### src/rtl/snake_pkg.sv
// Shared constants for the snake game peripherals: LFSR seed and taps,
// plus the bit layout of the fruit word that is returned on the bus.
package snake_pkg;

    // Power-on and "zero seed" replacement value for the fruit LFSR
    localparam logic [15:0] LFSR_SEED = 16'hACE1;

    // Fibonacci taps 16,14,13,11 expressed as zero-based bit indices
    localparam int TAP_A = 15;
    localparam int TAP_B = 13;
    localparam int TAP_C = 12;
    localparam int TAP_D = 10;

    // Field positions inside the 32-bit fruit word {valid, 15'b0, x, y}
    localparam int FN_VALID_BIT = 31;
    localparam int FN_X_LSB     = 8;
    localparam int FN_Y_LSB     = 0;
    localparam int FN_COORD_W   = 8;

    // One queued fruit position
    typedef struct packed {
        logic [7:0] x;
        logic [7:0] y;
    } fruit_t;

    // One shift-left step with feedback into bit 0
    function automatic logic [15:0] lfsr_step(input logic [15:0] v);
        return {v[14:0], v[TAP_A] ^ v[TAP_B] ^ v[TAP_C] ^ v[TAP_D]};
    endfunction

endpackage

### src/rtl/fruit_gen_lfsr16.sv
// 16-bit Fibonacci LFSR with seed load and an all-zero lockup guard.
module lfsr16
    import snake_pkg::*;
(
    input  logic        clk,
    input  logic        rst,
    input  logic        load,
    input  logic [15:0] seed,
    output logic [15:0] value
);

    logic [15:0] lfsr_reg;
    logic [15:0] lfsr_next;

    // Step or load; a zero result is never allowed to reach the register
    always_comb begin
        lfsr_next = lfsr_step(lfsr_reg);
        if (load) begin
            lfsr_next = seed;
        end
        if (lfsr_next == 16'h0000) begin
            lfsr_next = LFSR_SEED;
        end
    end

    // State register, reset to the shared seed
    always_ff @(posedge clk or posedge rst) begin
        if (rst) begin
            lfsr_reg <= LFSR_SEED;
        end else begin
            lfsr_reg <= lfsr_next;
        end
    end

    assign value = lfsr_reg;

endmodule

### src/rtl/fruit_gen.sv
// Fruit position generator: an LFSR proposes grid positions every cycle and
// accepted ones are queued in a small circular buffer that the CPU peeks
// and pops over the peripheral bus.
module fruit_gen
    import snake_pkg::*;
#(
    parameter int DEPTH  = 8,
    parameter int GRID_X = 40,
    parameter int GRID_Y = 30
) (
    input  logic                       clk,
    input  logic                       rst,
    input  logic                       fruit_we,
    input  logic [4:0]                 fruit_addr,
    input  logic                       seed_we,
    input  logic [15:0]                seed_in,
    output logic [31:0]                fruit_next,
    output logic [$clog2(DEPTH):0]     fruit_count
);

    localparam int AW    = $clog2(DEPTH);
    localparam int CNT_W = AW + 1;

    logic [15:0]    lfsr;
    fruit_t         cand;
    fruit_t         mem [DEPTH];

    logic [AW-1:0]  head_reg, head_next;
    logic [AW-1:0]  tail_reg, tail_next;
    logic [CNT_W-1:0] count_reg, count_next;
    fruit_t         last_reg, last_next;
    logic           last_valid_reg, last_valid_next;

    logic           pop;
    logic           push;
    logic           room;
    logic           cand_in_grid;
    logic           cand_new;

    logic [AW-1:0]  peek_off;
    logic [AW-1:0]  peek_idx;
    logic           peek_valid;

    lfsr16 u_lfsr (
        .clk   (clk),
        .rst   (rst),
        .load  (seed_we),
        .seed  (seed_in),
        .value (lfsr)
    );

    // Candidate is taken straight from the current LFSR value
    assign cand.x = {2'b00, lfsr[5:0]};
    assign cand.y = {3'b000, lfsr[12:8]};

    // Bits of the LFSR and peek address that play no part in the datapath
    logic unused_bits;
    if (AW < 5) begin : g_addr_partial
        assign unused_bits = ^{fruit_addr[4:AW], lfsr[15:13], lfsr[7:6]};
    end else begin : g_addr_full
        assign unused_bits = ^{lfsr[15:13], lfsr[7:6]};
    end

    // Push/pop decision and next pointer/count state; a seed load flushes
    always_comb begin
        head_next       = head_reg;
        tail_next       = tail_reg;
        count_next      = count_reg;
        last_next       = last_reg;
        last_valid_next = last_valid_reg;

        pop          = fruit_we && (count_reg != '0) && !seed_we;
        // A pop from full frees the slot for a push on the same edge
        room         = (count_reg != CNT_W'(DEPTH)) || pop;
        cand_in_grid = (int'(cand.x) < GRID_X) && (int'(cand.y) < GRID_Y);
        cand_new     = !last_valid_reg || (cand != last_reg);
        push         = !seed_we && cand_in_grid && room && cand_new;

        if (seed_we) begin
            head_next       = '0;
            tail_next       = '0;
            count_next      = '0;
            last_valid_next = 1'b0;
        end else begin
            if (pop) begin
                head_next = head_reg + AW'(1);
            end
            if (push) begin
                tail_next       = tail_reg + AW'(1);
                last_next       = cand;
                last_valid_next = 1'b1;
            end
            case ({push, pop})
                2'b10:   count_next = count_reg + CNT_W'(1);
                2'b01:   count_next = count_reg - CNT_W'(1);
                default: count_next = count_reg;
            endcase
        end
    end

    // Queue control registers; reset empties the queue without a clock
    always_ff @(posedge clk or posedge rst) begin
        if (rst) begin
            head_reg       <= '0;
            tail_reg       <= '0;
            count_reg      <= '0;
            last_reg       <= '0;
            last_valid_reg <= 1'b0;
        end else begin
            head_reg       <= head_next;
            tail_reg       <= tail_next;
            count_reg      <= count_next;
            last_reg       <= last_next;
            last_valid_reg <= last_valid_next;
        end
    end

    // Queue storage is never reset; only the tail slot is written on a push
    always_ff @(posedge clk) begin
        if (push) begin
            mem[tail_reg] <= cand;
        end
    end

    // Peek path: only entries inside the live region report as valid
    assign peek_off   = fruit_addr[AW-1:0];
    assign peek_idx   = head_reg + peek_off;
    assign peek_valid = ({1'b0, peek_off} < count_reg);

    // Pack the peeked entry into the bus word layout
    always_comb begin
        fruit_next = '0;
        if (peek_valid) begin
            fruit_next[FN_VALID_BIT]             = 1'b1;
            fruit_next[FN_X_LSB +: FN_COORD_W]   = mem[peek_idx].x;
            fruit_next[FN_Y_LSB +: FN_COORD_W]   = mem[peek_idx].y;
        end
    end

    assign fruit_count = count_reg;

endmodule

### config.mk
export PLATFORM = sky130hd
export DESIGN_NAME = fruit_gen
export DESIGN_NICKNAME = d
export VERILOG_FILES = /design/src/rtl/snake_pkg.sv /design/src/rtl/fruit_gen_lfsr16.sv /design/src/rtl/fruit_gen.sv
export SDC_FILE = /design/constraint.sdc
export NUM_CORES = 1
export LEC_CHECK = 0
export CORE_MARGIN = 4
export CORE_UTILIZATION = 61
export CTS_BUF_LIST = sky130_fd_sc_hd__clkbuf_4 sky130_fd_sc_hd__clkbuf_8 sky130_fd_sc_hd__clkbuf_16
export CTS_CLUSTER_DIAMETER = 50
export CTS_CLUSTER_SIZE = 25
export DETAILED_ROUTE_END_ITERATION = 10
export MAX_ROUTING_LAYER = met4
export PLACE_DENSITY = 0.85
export SYNTH_ARGS = -nofsm -noshare
export SYNTH_HDL_FRONTEND = slang
export SYNTH_SLANG_ARGS = --single-unit
### constraint.sdc
create_clock -name clk -period 8.4 [get_ports clk]
set_input_delay 2.1 -clock clk [delete_from_list [all_inputs] [get_ports clk]]
set_output_delay 2.1 -clock clk [all_outputs]
set_load 0.005 [all_outputs]
==> impl_results.md, run 1 <==
- Compound-Gate Fraction of Synth Area: 0.01524
- Top_reg_cell synth: edfxtp_1
- Clk buf depth: 2
- Placement Rows: 34
- Yosys reg bits: approximately 130
- Critical path's top delay family: buffers and inverters
- Die extent in x: between 100 and 150 um
- Num CTS Buffers: 17
- Initial antenna violation count: 0
- GRT overflow: 0
- First-pass GRT wire length: ~17,000 um
- Core area: 0.008806 mm2
- Clock slew at reported path FFs: around 0.050 ns
- Synth unique cells: 40
- Ports: 61
- Synth Area in Simple Gates: 0.07149
- Detailed Route Iter0 Violations: ~150
- Largest net degree at the start of global routing: 39
- Adder-cell share of the synthesized area: 0.02286
- Multiplexer share of the synthesized area: 0.1726
- Total number of vias: about 3,000
- Final Max Tran Viols: 0
- CTS tree: done
- Layout cell share with drive strength beyond 1: 0.2336
- RSZ-0062 raised after global routing: no
- Largest family of logic cells by synthesized area: multiplexers
- Worst rel slew slack: 0.1656
- Hold violation total from the final report: 0
- DRC viols: 0
- Crit path launch type: input port
- Root buffer cell: clkbuf_8
- Setup violations, final: 0
- Hold WC Path Type: flop to flop
- Syn Inst Count: around 350
- Initial Util: 0.6340
- Post-CTS setup buffers: 0
- GRT Total Usage: 0.2150
- Post-DP HPWL: around 6400 um
- Number of global-route vias before repair: 3,192
- YS warnings: 0
- Via density per instance: 5.825
- Routed length per instance: roughly 20 um
- Worst Path Required: roughly 6.3 ns
- Crit path max fanout: 22
- Area of the mapped netlist: roughly 0.0056 mm2
- Critical Path Sink Type: output pin
- TNS Setup: 0 ns
- Pwr per Cell Area: roughly 310 mW/mm2
- Final WL: ~10,000 um
- Synth async-reset ratio: 0.3016
- Clock Latency Late Sink: roughly 0.50 ns
- Status: complete, no violations
- Fin nets: 432
- Post-Synth XOR/XNOR Area: 0.03138
- WP data arrival: 4.64 ns
- Static leakage: 2.511 nW
- Ant diodes: 0
- Final core utilization: 0.7556
- Slowest stage cell, crit path: fa_1
- ANT nets after route: 0
- Die area: 0.01075 mm2
- Fin Hold WS: 0.4938 ns
- Actual slew at the worst max-slew pin: around 1.2 ns
- Height of the die: 103.7 um
- Crit path kind: input port to output pin
- CTS Hold Bufs: 0
- Post-CTS sizing: 0
- Number of synthesized flops with an enable pin: between 80 and 90
- Filler cells: approximately 520
- P&R area growth vs syn: 19.18%
- Worst vdd ir: 0.1742 mV
- Number of flip-flops in the largest register: 88
- CP max stage delay: roughly 0.48 ns
- Synthesized area per cell: ~16 um2
- H-tree depth: 4
- Register area share after synthesis: 0.6455
- Crit-path most repeated cell: clkdlybuf4s50_1
- GP Congestion: about 0.77
- Number of port buffers: 38
- Final period util: 0.8029
- Post-layout min period: 6.745 ns
- Max frequency: around 0.15 GHz
- DRT Pass-1 Iters: 4
- WP buf/inv: 3
- Layout Skew: approximately 0.010 ns
- Cell Chain, Critical Path: clkdlybuf4s50_1, ha_1, fa_1, buf_4, mux4_2, mux2i_1, nor2_1, clkdlybuf4s50_1
- Max_cap viols: 0
- Sink Count: 126
## per-stage QoR
stage	worst slack [ns]	power (mW)	cell area, um2	instances
floorplan	2.595	1.181	5654	364
global placement	1.649	1.344	6053	487
detailed placement	1.659	1.364	6053	487
CTS	1.631	2.100	6654	519
global route	1.520	2.184	6654	519
finish	1.655	2.081	6654	519
## cells in the final DEF, fill, tap and decap left out, types with 17 or more instances in the layout
master / count
mux4_2: 22
mux2i_1: 22
nand2_1: 17
mux2_2: 20
nor2_1: 23
conb_1: 20
clkdlybuf4s50_1: 38
dfrtp_1: 30
edfxtp_1: 88
xnor2_1: 17
## cells in the mapped netlist, types with 3 or more instances
cell / instances / area (um2)
dfrtp_1: 30 / 750.7
mux2_2: 20 / 225.2
or4_1: 6 / 45.04
buf_4: 20 / 150.1
buf_2: 3 / 15.01
nand4_1: 4 / 25.02
nor3_1: 4 / 20.02
buf_1: 3 / 11.26
a21o_1: 4 / 30.03
mux2i_1: 22 / 220.2
mux4_2: 22 / 495.5
dfstp_2: 8 / 210.2
clkbuf_1: 6 / 22.52
xor2_1: 3 / 26.28
nor3b_1: 4 / 30.03
edfxtp_1: 88 / 2643
xnor2_1: 17 / 148.9
nand2_1: 17 / 63.81
ha_1: 7 / 87.58
o22ai_1: 3 / 18.77
inv_1: 6 / 22.52
nor2_1: 23 / 86.33
## power by group
part	total [mW]	internal (mW)	switching [mW]
logic	0.527	0.296	0.231
registers	0.824	0.751	0.0726
clock network	0.730	0.484	0.247
total	2.08	1.53	0.550
## cell families after synthesis
kind of cell | Yosys count
mux | 66
other cells | 1
xor+xnor | 20
fa+ha+maj | 9
flops | 126
compound gates | 13
buf+inv | 39
simple gates | 71
## area by class of cell
class	instances	area, um2	share of cell area
Sequential cell	126	3603	0.5416
Multi-Input combinational cell	199	1841	0.2766
Timing Repair Buffer	47	447.9	0.06732
Clock buffer	19	429.2	0.06450
Clock inverter	13	171.4	0.02576
Tap cell	108	135.1	0.02031
Inverter	7	26.28	0.003949
## routing by layer
layer	track usage	vias up	part of all wire
met4	0.06078	0	0.0029
met3	0.05784	2	0.059
met2	0.3650	92	0.54
met5	-	-	0
met1	0.2559	1563	0.40
li1	-	1366	-
## final timing paths
path | startpoint | to | slack, ns | cells past startpoint
max in group asynchronous | rst | u_lfsr.value[6] | 6.04 | 3
min reg2reg | u_lfsr.value[14] | u_lfsr.value[15] | 0.49 | 2
min in group asynchronous | rst | u_lfsr.value[1] | 2.00 | 3
min | u_lfsr.value[14] | u_lfsr.value[15] | 0.49 | 2
max | fruit_addr[0] | fruit_next[13] | 1.66 | 8
max reg2reg | fruit_count[0] | fruit_count[3] | 5.02 | 11
## worst min-delay path, cell delays in order, from the launching register on
cell     delay, ns
dfrtp_1       0.33
mux2i_1       0.06
nand2_1       0.07
(Power assumes the default switching activity.)
==> run 2, diff against run 1 <==
--- a/config.mk
+++ b/config.mk
@@ -6,13 +6,13 @@
 export NUM_CORES = 1
 export LEC_CHECK = 0
 export CORE_MARGIN = 4
-export CORE_UTILIZATION = 61
+export CORE_UTILIZATION = 51
 export CTS_BUF_LIST = sky130_fd_sc_hd__clkbuf_4 sky130_fd_sc_hd__clkbuf_8 sky130_fd_sc_hd__clkbuf_16
 export CTS_CLUSTER_DIAMETER = 50
 export CTS_CLUSTER_SIZE = 25
 export DETAILED_ROUTE_END_ITERATION = 10
 export MAX_ROUTING_LAYER = met4
-export PLACE_DENSITY = 0.85
+export PLACE_DENSITY = 0.76
 export SYNTH_ARGS = -nofsm -noshare
 export SYNTH_HDL_FRONTEND = slang
 export SYNTH_SLANG_ARGS = --single-unit
==> constraint.sdc (replaced) <==
create_clock -name clk -period 5.8 [get_ports clk]
set_input_delay 1.45 -clock clk [delete_from_list [all_inputs] [get_ports clk]]
set_output_delay 1.45 -clock clk [all_outputs]
set_load 0.005 [all_outputs]
==> impl_results.md, run 2 (same netlist as run 1, synthesis figures left out) <==
- Status: complete, no violations
- Setup violations, final: 0
- Placement Rows: 37
- Worst rel slew slack: 0.2088
- GR peak layer: met2
- DRC viols: 0
- GR Util met1: 0.2198
- H-tree depth: 4
- Crit path launch type: input port
- Hold WC Path Type: flop to flop
- Number of port buffers: 38
- Max_cap viols: 0
- FF/Latch Area: ~0.0036 mm2
- Most frequent cells in the layout: 88 x edfxtp_1, 38 x clkdlybuf4s50_1, 30 x dfrtp_1
- Final WL: between 10,000 and 15,000 um
- Worst Path Required: 4.35 ns
- ANT nets after route: 0
- Slowest stage cell, crit path: fa_1
- Critical Path Sink Type: output pin
- Fin nets: 434
- Worst vdd ir: around 0.31 mV
- Grt met2 use: 0.2863
- TNS Setup: 0 ns
- Ant diodes: 0
- Layout Skew: about 0.0093 ns
- Crit-path most repeated cell: clkdlybuf4s50_1
- First-pass GRT wire length: 16,610 um
- Multi-input logic area: between 0.0015 and 0.002 mm2
- Fin Hold WS: approximately 0.51 ns
- Final Max Tran Viols: 0
- GP Congestion: between 0.8 and 0.9
- Crit path max fanout: 14
- Max frequency: 0.1864 GHz
- Routed length per instance: ~19 um
- WP data arrival: a little under 4 ns
- Most common cell after layout, fill and taps aside: edfxtp_1
- DRT Pass-1 Iters: 4
- Clock Latency Late Sink: roughly 0.5 ns
- GRT Total Usage: 0.1774
- Sink Count: between 100 and 150
- Cell Chain, Critical Path: clkdlybuf4s50_1, ha_1, fa_1, buf_4, mux4_2, mux2i_1, nor2_1, clkdlybuf4s50_1
- Post-CTS setup buffers: 0
- Number of flip-flops in the largest register: 88
- Total number of vias: around 3,000
- Die area: between 0.01 and 0.015 mm2
- Actual slew at the worst max-slew pin: around 1.2 ns
- Largest net degree at the start of global routing: 39
- Post-layout min period: between 5 and 6 ns
- Static leakage: 2.512 nW
- Layout cell share with drive strength beyond 1: 0.2421
- Num CTS Buffers: 17
- Via density per instance: around 5.5
- CP max stage delay: between 0.5 and 0.6 ns
- Post-CTS sizing: 0
- Pwr per Cell Area: 446.1 mW/mm2
- Core area: about 0.011 mm2
- Initial Util: 0.5313
- Die extent in x: roughly 110 um
- Crit path kind: input port to output pin
- Initial antenna violation count: 0
- CTS tree: done
- CTS Hold Bufs: 0
- Root buffer cell: clkbuf_8
- Post-DP HPWL: approximately 6600 um
- RSZ-0062 raised after global routing: no
- Grt met3 use: 0.04690
- GRT overflow: 0
- Clk buf depth: 2
- Hold violation total from the final report: 0
- Final period util: 0.9249
- Ports: just over 60
- Filler cells: 744
- Number of global-route vias before repair: around 3,200
- Height of the die: ~110 um
- Clock slew at reported path FFs: roughly 0.060 ns
- P&R area growth vs syn: 19.68%
- Detailed Route Iter0 Violations: ~170
run 2: layout make-up:
class,count,share of cell area
inverter,7,0.003933
timing repair buffer,49,0.07116
tap,136,0.02547
clock buffer,17,0.06198
multi-input combinational,199,0.2742
clock inverter,15,0.02397
sequential,126,0.5393
run 2: final timing paths:
kind	startpoint	to	slack, ns	cells past startpoint
max	fruit_addr[0]	fruit_next[4]	0.44	8
min	last_valid_reg	last_valid_reg	0.51	1
max reg2reg	fruit_count[0]	fruit_count[3]	2.51	11
min reg2reg	last_valid_reg	last_valid_reg	0.51	1
max in group asynchronous	rst	u_lfsr.value[6]	4.08	3
min in group asynchronous	rst	u_lfsr.value[3]	1.35	3
run 2: routing by layer:
metal  wire length, um  part of all wire
met3               445             0.044
met2              5199              0.51
met1              4397              0.43
met5                 0                 0
met4               121             0.012
run 2: metrics by stage:
step / setup WS (ns) / utilization / std cells / instance area (um2) / power [mW]
global route: 0.3006 / 0.6358 / 549 / 6681 / 3.144
global placement: 0.4647 / 0.5811 / 517 / 6107 / 1.969
finish: 0.4356 / 0.6358 / 549 / 6681 / 2.981
CTS: 0.4100 / 0.6358 / 549 / 6681 / 3.020
floorplan: 1.295 / - / 364 / 5654 / 1.711
detailed placement: 0.4168 / 0.5811 / 517 / 6107 / 2.000
run 2: critical path, delay by kind of cell:
| kind | cells | cell delay [ns] |
|---|---|---|
| multiplexers | 2 | 0.49 |
| adder cells (fa/ha/maj) | 2 | 0.73 |
| AND/OR/NAND/NOR | 1 | 0.06 |
| buffers and inverters | 3 | 1.18 |
run 2: report_power, final:
part	internal [mW]	switching, mW	total [mW]
registers	1.09	0.103	1.19
logic	0.444	0.334	0.779
clock network	0.616	0.396	1.01
total	2.15	0.833	2.98
